$ cat src/rtl/noc_rr_arb_lock.sv
// Per-output-port round-robin arbiter with wormhole lock.
// Holds a grant from head to tail flit, with an optional stall timeout.
module noc_rr_arb_lock #(
    parameter int NUM_REQ  = 5,
    parameter int MAX_HOLD = 0,
    localparam int IDX_W   = (NUM_REQ > 1) ? $clog2(NUM_REQ) : 1
) (
    input  logic               clk,
    input  logic               rst,
    input  logic               en_i,
    input  logic [NUM_REQ-1:0] req_i,
    input  logic [NUM_REQ-1:0] tail_i,
    input  logic               xfer_i,
    output logic [NUM_REQ-1:0] gnt_o,
    output logic [IDX_W-1:0]   gnt_idx_o,
    output logic               gnt_valid_o,
    output logic               timeout_o
);

    localparam int CNT_W = (MAX_HOLD > 0) ? $clog2(MAX_HOLD + 1) : 1;
    localparam logic [CNT_W-1:0] HOLD_LAST =
        CNT_W'((MAX_HOLD > 0) ? MAX_HOLD - 1 : 0);

    typedef enum logic {
        IDLE   = 1'b0,
        LOCKED = 1'b1
    } state_e;

    state_e             state_q, state_d;
    logic [IDX_W-1:0]   ptr_q, ptr_d;
    logic [CNT_W-1:0]   cnt_q, cnt_d;
    logic [NUM_REQ-1:0] gnt_q, gnt_d;
    logic [IDX_W-1:0]   idx_q, idx_d;
    logic               tout_q, tout_d;

    logic               pick_vld;
    logic [IDX_W-1:0]   pick_idx;
    logic [IDX_W-1:0]   nxt_ptr;
    logic               tail_rel;
    logic               to_rel;
    logic               rel;

    // Scan downward so the lowest rotated offset from ptr wins.
    always_comb begin
        int j;
        j        = 0;
        pick_vld = 1'b0;
        pick_idx = '0;
        for (int off = NUM_REQ - 1; off >= 0; off--) begin
            j = int'(ptr_q) + off;
            if (j >= NUM_REQ) begin
                j = j - NUM_REQ;
            end
            if (req_i[IDX_W'(j)]) begin
                pick_vld = 1'b1;
                pick_idx = IDX_W'(j);
            end
        end
    end

    always_comb begin
        int nx;
        nx      = int'(idx_q) + 1;
        nxt_ptr = IDX_W'((nx >= NUM_REQ) ? 0 : nx);
    end

    assign tail_rel = xfer_i && tail_i[idx_q];
    assign to_rel   = (MAX_HOLD != 0) && !xfer_i && (cnt_q == HOLD_LAST);
    assign rel      = tail_rel || to_rel;

    always_ff @(posedge clk) begin
        if (rst) begin
            state_q <= IDLE;
            ptr_q   <= '0;
            cnt_q   <= '0;
            gnt_q   <= '0;
            idx_q   <= '0;
            tout_q  <= 1'b0;
        end else begin
            state_q <= state_d;
            ptr_q   <= ptr_d;
            cnt_q   <= cnt_d;
            gnt_q   <= gnt_d;
            idx_q   <= idx_d;
            tout_q  <= tout_d;
        end
    end

    always_comb begin
        state_d = state_q;
        unique case (state_q)
            IDLE: begin
                if (en_i && pick_vld) begin
                    state_d = LOCKED;
                end
            end
            LOCKED: begin
                if (rel) begin
                    state_d = IDLE;
                end
            end
            default: state_d = IDLE;
        endcase
    end

    always_comb begin
        gnt_d  = gnt_q;
        idx_d  = idx_q;
        ptr_d  = ptr_q;
        cnt_d  = cnt_q;
        tout_d = 1'b0;
        unique case (state_q)
            IDLE: begin
                cnt_d = '0;
                if (en_i && pick_vld) begin
                    gnt_d = NUM_REQ'(1) << pick_idx;
                    idx_d = pick_idx;
                end
            end
            LOCKED: begin
                if (rel) begin
                    gnt_d  = '0;
                    ptr_d  = nxt_ptr;
                    cnt_d  = '0;
                    tout_d = to_rel && !tail_rel;
                end else if (xfer_i || MAX_HOLD == 0) begin
                    cnt_d = '0;
                end else begin
                    cnt_d = cnt_q + CNT_W'(1);
                end
            end
            default: begin
                gnt_d = '0;
            end
        endcase
    end

    assign gnt_o       = gnt_q;
    assign gnt_idx_o   = idx_q;
    assign gnt_valid_o = (state_q == LOCKED);
    assign timeout_o   = tout_q;

endmodule

$ cat config.mk
export PLATFORM = sky130hd
export DESIGN_NAME = noc_rr_arb_lock
export DESIGN_NICKNAME = d
export VERILOG_FILES = /design/src/rtl/noc_rr_arb_lock.sv
export SDC_FILE = /design/constraint.sdc
export NUM_CORES = 1
export LEC_CHECK = 0
export ABC_CLOCK_PERIOD_IN_PS = 3900
export CAP_MARGIN = 20
export CELL_PAD_IN_SITES_DETAIL_PLACEMENT = 0
export CELL_PAD_IN_SITES_GLOBAL_PLACEMENT = 1
export CORE_ASPECT_RATIO = 0.5
export CORE_UTILIZATION = 40
export CTS_BUF_LIST = sky130_fd_sc_hd__clkbuf_4 sky130_fd_sc_hd__clkbuf_8
export DETAILED_ROUTE_END_ITERATION = 10
export PLACE_DENSITY = 0.85
export SYNTH_ARGS = -nofsm -noshare
export SYNTH_HDL_FRONTEND = slang
export SYNTH_SLANG_ARGS = --single-unit
export TNS_END_PERCENT = 50
$ cat constraint.sdc
create_clock -name clk -period 3.9 [get_ports clk]
set_input_delay 0.39 -clock clk [delete_from_list [all_inputs] [get_ports clk]]
set_output_delay 0.39 -clock clk [all_outputs]
set_load 0.01 [all_outputs]
* Word level (Yosys, flattened, before mapping)
Cells that the tools add are included.
** Word-level totals
- Input bits :: 14
- Output and inout bits :: 10
- Logic and storage cells :: 74
- Register bits :: 12
** Operators by class
- Shifts and indexed selects :: 1
- Magnitude comparators :: 12
- Reductions and logical operators :: 5
- Mux-type cells :: 39
- $add $sub $neg :: 10
- Bitwise logic cells :: 1
- Eq/ne operators :: 2
** Operators with widths (count)
- 3-bit two-way mux :: 11
- 3-bit by 5-bit less-than comparator with 1-bit output, second input constant :: 5
- 4-bit by 3-bit greater-or-equal comparator with 1-bit output, second input constant :: 5
- 1-bit binary-select mux with 3-bit select :: 6
- 1-bit two-way mux :: 18
- 3-bit subtractor, second input constant :: 5
- 5-bit two-way mux :: 2
- 5-bit one-hot mux with 2 select lines :: 1
- 3-bit by 1-bit adder with 4-bit output, second input constant :: 2
- 3-bit by 2-bit adder with 4-bit output, second input constant :: 2
- 2-bit AND reduction :: 3
- 1-bit by 3-bit left shift with 5-bit output, first input constant :: 1
- 3-bit by 3-bit adder with 4-bit output, second input constant :: 1
- 3-bit by 4-bit less-than comparator with 1-bit output, second input constant :: 1
- 3-bit greater-or-equal comparator, second input constant :: 1
- 1-bit logical AND :: 2
- 2-bit by 1-bit inequality test with 1-bit output, second input constant :: 1
- 2-bit inequality test, second input constant :: 1
- 1-bit one-hot mux with 2 select lines :: 1
- 1-bit NOT :: 1

* Logic depth before layout (Yosys ltp)
Gate-level depths: netlist of run 1.
- Depth after elaboration :: 14
- Depth in mapped cells :: 17

* Worst setup path after synthesis of run 1
No wires, ideal clock.
- Kind :: register -> register
- Start :: register ptr_q[0]
- End :: register gnt_q[1], in the netlist gnt_o[1]
- Arrival time :: 3.345 ns
- Slack :: 0.460 ns
- Stages on the path, launching flop included :: 18
- Data required time :: 3.804 ns
- Buffers on the path :: 4
- Path through :: dfxtp_1 > buf_4 > inv_4 > buf_8 > ha_1 > inv_1 > fa_1 > clkbuf_1 > o21ba_1 > or2_1 > a221o_1 > a2bb2oi_1 > nand4bb_4 > o311a_1 > buf_6 > nor3_4 > nand2_1 > o41ai_2
** Between the ends
- Word-level cells in the longest chain between the ends :: 14
- Elaborated cells between the ends (all ways) :: 50
** RTL lines
- start, declared :: RTL line 30 : logic [IDX_W-1:0] ptr_q, ptr_d;
- start signal, assigned :: RTL line 81 : ptr_q <= ptr_d;
- 3-bit by 3-bit adder with 4-bit output :: RTL line 50 : j = int'(ptr_q) + off;
- 4-bit by 3-bit greater-or-equal comparator with 1-bit output / 3-bit subtractor (equally long branches) :: RTL line 51, 52
- 3-bit two-way mux :: RTL line 51 : if (j >= NUM_REQ) begin
- 1-bit binary-select mux with 3-bit select :: RTL line 54 : if (req_i[IDX_W'(j)]) begin
- 1-bit two-way mux (not written as such) (2 in series) :: RTL line 54
- 3-bit two-way mux / 1-bit two-way mux (equally long branches) (5 in series) :: RTL line 54
- 1-bit by 3-bit left shift with 5-bit output / 1-bit logical AND (equally long branches) :: RTL line 116, 115
- 5-bit two-way mux / 2-bit inequality test (equally long branches)
- 5-bit one-hot mux with 2 select lines / 2-bit AND reduction (equally long branches)
- end signal, assigned :: RTL line 83 : gnt_q <= gnt_d;
- end, declared :: RTL line 32 : logic [NUM_REQ-1:0] gnt_q, gnt_d;
Several ways; a longest one is shown, not always the timed one. The select of a mux whose other input is x is not followed.
A chain may end at the register's enable or synchronous reset.

* Worst setup path in the final report of run 1
- Start :: register ptr_q[1]
- End :: register gnt_q[1], in the netlist gnt_o[1]
The elaborated chain is that of the path after synthesis.

==> results summary, run 1 <==
The flow ran to the end, and the final reports show no timing, DRC or antenna violations. For the worst-skew pair, the clock arrives at the later sink with an insertion delay of ~0.24 ns. The total via count after detailed routing is 2077. After synthesis, the share of flip-flops with an asynchronous set or reset is 0. The critical path goes through inv_1, ha_1, ha_1, a21o_1, nand4_1, nand4_1, o21a_2, o221a_1, o31ai_4, inv_2, o41ai_2. The critical path buffer and inverter count came out at 2. The number of buffers added on ports is 22.

In this run the deepest clock path goes through 2 buffers. For this run, design rule violations remaining after detail routing come to 0. The number of antenna violations at the first check in global routing is 0.

The via count of the first global-routing pass is 1893. The H-tree depth is 1. The die span in y came out at 53.0 µm. The number of setup violations in the final report came out at 0. The relative contribution of the clock network to total power is 0.194.

The die covers ~0.0055 mm². The share of total power consumed by net switching is 0.396. Based on the critical path, the design can be clocked at up to 286 MHz.

The share of the synthesized area in the top cell type came out at 0.116. The half-perimeter wire length of the detailed placement result came out at ~4400 µm. Counting flops and latches in the post-synthesis netlist gives 12. The total leakage power is 0.926 nW. The final number of hold-violating endpoints came out at 0. The mean instance size in the synthesized netlist is 8.09 µm². The reported max-cap violation count is 0. The Yosys warning count is 0. The period utilization came out at 0.896. The first global-routing pass estimated between 9000 and 10000 µm of wire.

The internal power came out at 0.000347 W. Of all cell types, the one taking the most synthesized area is sky130_fd_sc_hd__dfxtp_1. After synthesis, the cell types taking the most area are sky130_fd_sc_hd__dfxtp_1 12%, sky130_fd_sc_hd__ha_1 6.6%, sky130_fd_sc_hd__mux2i_1 4.3%. The number of buffers inserted to repair setup after CTS is 0. The number of clock sinks is 12. The worst-case IR drop observed on VDD is 0.196 mV. The number of flops mapped to enable cells by yosys came out at 0. On the critical path the largest part of the delay comes from compound AO/OA/AOI/OAI gates. The number of nets handed over by synthesis was 283. The min-delay analysis places its worst path in the category reg2reg. The synthesized cell area came out at 0.00208 mm².

The number of routed nets with antenna violations is 0. The final estimated routing congestion in global placement came out at roughly 0.9. The overall routing resource usage came out at 0.212. The power spent charging and discharging nets came out at 0.000228 W. The average wire length per cell after detail routing is 16.3 µm. The number of antenna repair diodes came out at 0. The critical path's slowest cell is sky130_fd_sc_hd__dfxtp_1.

Of the total power, combinational logic draws 0.559. The initial detailed-routing violation count is 167. The critical path in this run is classified as reg2reg. The worst path in the final design needs a cycle of 3.49 ns, including I/O delays and setup. Clock tree synthesis inserted a total of 3 buffers. For this design the top-level I/O count stands at 24. STA classifies the critical path startpoint as a flop.

The largest net degree at the start of global routing came out at 31. The number of distinct library cells after synthesis came out at between 80 and 90. The post-route setup TNS came out at 0 ns. The filler cells instantiated in the layout total 505. The total number of nets in the final design is 306.

The critical path endpoint category is a flop. The maximum net fanout on the critical path came out at 8. CTS placed an instance of sky130_fd_sc_hd__clkbuf_8 at the clock tree root. The number of max-slew violations in the final report came out at 0. The critical path arrival is 3.64 ns.

The horizontal die dimension came out at 104 µm. After global routing the overflow that remains totals 0. The worst slew margin relative to its limit came out at 0.634. For this run, the number of standard cells in the final layout without fillers is 348. The initialized floorplan defines 18 standard-cell rows.

The number of placed instances, taps included, is 345. The via density per instance came out at between 5 and 6. Dividing total power by cell area gives a power density of 248 mW/mm².

The count of mapped cells out of synthesis came out at 257. The leading register cell type out of synthesis is sky130_fd_sc_hd__dfxtp_1. The floorplan core area came out at 0.00495 mm². TritonCTS built the clock tree. The delay of the slowest cell on the worst path is around 0.46 ns. The final worst clock skew came out at around 0.0027 ns. The growth of design area from synthesis to finish came out at 11.7%. The first TritonRoute pass finished after 4 iterations.

The fraction of the yosys area taken by sequential cells came out at 0.116. The required time at the worst-slack endpoint is 4.04 ns. The sequential share of power came out at 0.248.

In the layout the commonest cells are 22 x sky130_fd_sc_hd__nor2_1, 22 x sky130_fd_sc_hd__nand2_1, 22 x sky130_fd_sc_hd__clkdlybuf4s50_1, 16 x sky130_fd_sc_hd__inv_1, 14 x sky130_fd_sc_hd__buf_4. The number of buffers inserted by hold repair at cts is 0. The clock-pin slew reported for the worst setup and hold paths after clock tree synthesis came out at 0.05 ns. The layout cell share with drive strength beyond 1 came out at 0.165. The total wire length after detailed routing came out at approximately 5700 µm.

Setup repair after global routing left no endpoint under its margin. The slew of the pin with the lowest slew margin is 0.544 ns. The initial core utilization came out at 0.420.

In this run, post-CTS repair resized a total of 0 instances.
power by group through the flow:
stage	clock network [W]	registers (W)	logic (W)
4_1_cts	0.000112	0.000143	0.000319
2_1_floorplan	0	0.000146	0.000242
6_report	0.000112	0.000142	0.000321
5_1_grt	0.000119	0.000144	0.000348
3_3_place_gp	0	0.000144	0.000313
3_5_place_dp	0	0.000145	0.000317
layout make-up:
| type | instances | area [µm²] | share of cell area |
|---|---|---|---|
| multi-input combinational | 209 | 1560 | 0.671 |
| timing repair buffer | 36 | 325 | 0.140 |
| clock buffer | 3 | 41.3 | 0.0178 |
| inverter | 18 | 70.1 | 0.0302 |
| tap | 70 | 87.6 | 0.0377 |
| sequential | 12 | 240 | 0.103 |
Yosys cell counts, types with 3 or more instances:
library cell	instances
sky130_fd_sc_hd__a21o_1	6
sky130_fd_sc_hd__nand3_1	10
sky130_fd_sc_hd__o21ai_0	7
sky130_fd_sc_hd__dfxtp_1	12
sky130_fd_sc_hd__clkbuf_8	4
sky130_fd_sc_hd__ha_1	11
sky130_fd_sc_hd__a311oi_1	3
sky130_fd_sc_hd__nand2_1	22
sky130_fd_sc_hd__or2_1	3
sky130_fd_sc_hd__a21oi_1	9
sky130_fd_sc_hd__nor3_1	10
sky130_fd_sc_hd__nand4_1	5
sky130_fd_sc_hd__mux2i_1	9
sky130_fd_sc_hd__a211oi_1	4
sky130_fd_sc_hd__nor2_1	22
sky130_fd_sc_hd__o31ai_1	4
sky130_fd_sc_hd__nand2b_1	8
sky130_fd_sc_hd__a31oi_1	4
sky130_fd_sc_hd__inv_1	16
sky130_fd_sc_hd__o22ai_1	5
sky130_fd_sc_hd__a22oi_1	3
sky130_fd_sc_hd__buf_6	5
sky130_fd_sc_hd__a31o_2	3
registers in the layout, summed over array words and instances, names as in the netlist:
register	cells
gnt_idx_o	3
gnt_o	5
gnt_valid_o	1
ptr_q	3
routing by layer:
| metal | routed length (µm) | vias to the layer above | part of all wire | GRT usage |
|---|---|---|---|---|
| li1 | - | 1009 | - | - |
| met1 | 2770 | 994 | 0.49 | 0.299 |
| met2 | 2470 | 68 | 0.44 | 0.347 |
| met3 | 368 | 6 | 0.065 | 0.0271 |
| met4 | 48 | 0 | 0.0085 | 0.0452 |
| met5 | 0 | - | 0 | 0 |
cell families after synthesis:
kind of cell | count (synthesis) | synth area share
AND/OR/NAND/NOR | 100 | 0.273
other | 1 | 0.00180
AO/OA/AOI/OAI | 79 | 0.301
adder cells (fa/ha/maj) | 12 | 0.0758
flip-flops | 12 | 0.116
XOR/XNOR | 3 | 0.0126
buffers and inverters | 36 | 0.135
multiplexers | 14 | 0.0848
worst min-delay path, delay by kind of cell (launching register included):
family | cells | cell delay (ns)
flip-flops | 1 | 0.32
AND/OR/NAND/NOR | 1 | 0.06
AO/OA/AOI/OAI | 1 | 0.05
per-stage QoR:
step	setup WS, ns	instance area (µm²)	util	power (W)	hold slack, ns
5_1_grt	0.119	2320	0.469	0.000610	0.486
3_3_place_gp	0.537	2280	0.460	0.000457	0.440
3_5_place_dp	0.424	2280	0.460	0.000462	0.457
6_report	0.405	2320	0.469	0.000575	0.456
4_1_cts	0.418	2320	0.469	0.000574	0.463
2_1_floorplan	0.460	2080	-	0.000389	0.478
path summary, 6_finish.rpt:
path                            cells after the start  endpoint  startpoint  slack [ns]
worst min register to register                      2  gnt_o[1]    gnt_o[1]        0.46
worst max register to register                     11  gnt_o[1]    ptr_q[1]        0.41
worst max-delay path                               11  gnt_o[1]    ptr_q[1]        0.41
worst min-delay path                                2  gnt_o[1]    gnt_o[1]        0.46
Power figures use the tool's default switching activity.
==> run 2, diff against run 1 <==
--- a/config.mk
+++ b/config.mk
@@ -14,6 +14,7 @@
 export CTS_BUF_LIST = sky130_fd_sc_hd__clkbuf_4 sky130_fd_sc_hd__clkbuf_8
 export DETAILED_ROUTE_END_ITERATION = 10
 export PLACE_DENSITY = 0.85
+export SETUP_SLACK_MARGIN = 0.5
 export SYNTH_ARGS = -nofsm -noshare
 export SYNTH_HDL_FRONTEND = slang
 export SYNTH_SLANG_ARGS = --single-unit
==> results summary, run 2 (same netlist as run 1, synthesis figures left out) <==
The run finished with clean final reports. The final worst clock skew is ~0.0045 ns. The number of max-slew violations in the final report came out at 0. The total wire length after detailed routing came out at 5540 µm. The worst register-to-register path begins at ptr_q[0].

The clock root buffer master is sky130_fd_sc_hd__clkbuf_8. Setup repair after global routing left no endpoint under its margin. The utilization after layout is 0.473. The via count of the first global-routing pass is ~1800. The first-pass GRT wire length came out at 8850 µm.

The die span in y came out at 53.0 µm. The power density relative to cell area is about 260 mW/mm². The largest buffer count on any clock path came out at 2. The number of non-filler instances in the completed layout is about 340. The growth of design area from synthesis to finish came out at 12.8%.

The half-perimeter wire length of the detailed placement result is 4200 µm. The period utilization came out at 0.827. The type of the setup path with the least slack is reg2reg. The tree built by TritonCTS fans out to 12 sinks.

24 I/O pins were placed. The layout cell share with drive strength beyond 1 came out at 0.179. TritonCTS built the clock tree. Static timing analysis puts the maximum clock frequency at 310 MHz. The highest ir drop seen on vdd came out at 0.200 mV. The number of buffers added by the clock tree synthesis step came out at 3. The congestion estimate from routability-driven global placement came to 0.944. The number of routed nets with antenna violations is 0. The H-tree depth is 1.

The flip-flop count of the largest register, all copies and words added came out at 5. The placed cell count is 338. The total leakage power came out at 0.906 nW. Dividing the detail-routed wire length by the instance count gives between 15 and 20 µm. The total via count after detailed routing came out at 2068. The most critical setup path has its startpoint at ptr_q[0]. The clock latency at the later pin of the worst-skew pair is approximately 0.24 ns. Across all hold checks on the routed design, the worst slack comes to 0.473 ns. The library cells used most frequently in the layout, excluding fill and tap cells, are 22 x sky130_fd_sc_hd__nor2_1, 22 x sky130_fd_sc_hd__nand2_1, 22 x sky130_fd_sc_hd__clkdlybuf4s50_1, 16 x sky130_fd_sc_hd__inv_1, 11 x sky130_fd_sc_hd__dfxtp_1.

The area of the die is 0.00551 mm². After clock tree synthesis, the clock-pin slew on the worst setup and hold paths is ~0.050 ns. The slew of the pin with the lowest slew margin is 0.560 ns. The number of antenna violations at the first check in global routing is 0. STA classifies the critical path startpoint as a flop. The post-route setup TNS came out at 0 ns. The overall routing resource usage came out at 0.203. The total number of nets in the final design is 300. The final number of hold-violating endpoints came out at 0. The reported max-cap violation count came out at 0. The tightest min-delay check is of the reg2reg type. The initial utilization of the core area, before any placement, comes to 0.420. The worst setup path is captured at a flop. The residual overflow from global routing came out at 0. The largest net degree at the start of global routing is 30. The initial detailed-routing violation count came out at 202. The die is 104 µm wide. Buffers placed on the I/O ports in this run total 22. Subtracting the final worst setup slack from the clock period gives ~3.2 ns. The floorplan core area is 0.00495 mm². The maximum net fanout on the critical path is 14. The required time at the worst-slack endpoint came out at 4.05 ns. The startpoint identified for the worst hold timing path is gnt_o[0].

The number of setup violations in the final report came out at 0. In this run the core area contains 18 standard-cell rows. The critical path arrival came out at between 3 and 4 ns. The number of antenna repair diodes is 0. The worst pin sits at a relative slew slack of 0.627. The pre-antenna-repair detailed-routing pass consisted of 5 iterations. The remaining routing DRC violations is 0.

The via density per instance came out at 6.03.
[run 2: power by group]
part / switching, W / internal (W) / total, W
sequential: 0.0000104 / 0.000132 / 0.000143
combinational: 0.000180 / 0.000147 / 0.000328
clock: 0.0000476 / 0.0000893 / 0.000137
[run 2: layer usage]
layer  global-route usage  wire length, µm  up-vias
met5                    0                0        -
met2                0.322             2400       96
li1                     -                -      994
met3               0.0271              414       12
met1                0.279             2630      966
met4               0.0833               86        0
[run 2: final cells by class]
cell class	instances	area (µm²)
multi-input combinational	209	1610
fill	490	2610
sequential	12	241
timing repair buffer	30	280
inverter	18	70.1
tap	70	87.6
clock buffer	4	55.1
[run 2: stage by stage]
step	worst slack, ns	total power, W	cell area (µm²)
final	0.675	0.000607	2350
after global routing	0.504	0.000643	2350
after CTS	0.534	0.000594	2290
after detailed placement	0.375	0.000454	2230
after global placement	0.411	0.000452	2230
after floorplan	0.538	0.000391	2090
[run 2: worst max-delay path, cell delays in order (launching register included)]
cell and delay (ns):
sky130_fd_sc_hd__dfxtp_2 0.36, sky130_fd_sc_hd__inv_4 0.14, sky130_fd_sc_hd__ha_1 0.21, sky130_fd_sc_hd__inv_1 0.07
sky130_fd_sc_hd__fa_2 0.51, sky130_fd_sc_hd__o21ba_1 0.16, sky130_fd_sc_hd__or2_1 0.24, sky130_fd_sc_hd__a221o_1 0.31
sky130_fd_sc_hd__a2bb2oi_2 0.21, sky130_fd_sc_hd__nand4bb_4 0.17, sky130_fd_sc_hd__o31ai_4 0.34, sky130_fd_sc_hd__inv_2 0.10
sky130_fd_sc_hd__o41ai_2 0.32
[run 2: what timing repair did]
action,4_1_cts,5_1_grt
gates resized for setup,2,9
endpoints found under the setup margin,2,8
hold buffers,0,0
pin swaps,0,1
buffers inserted,0,1
[run 2: worst paths after layout]
kind                   end  slack [ns]  cells past startpoint
setup / recovery  gnt_o[1]        0.68                     12
hold reg to reg   gnt_o[0]        0.47                      2
setup reg to reg  gnt_o[1]        0.68                     12
hold / removal    gnt_o[0]        0.47                      2
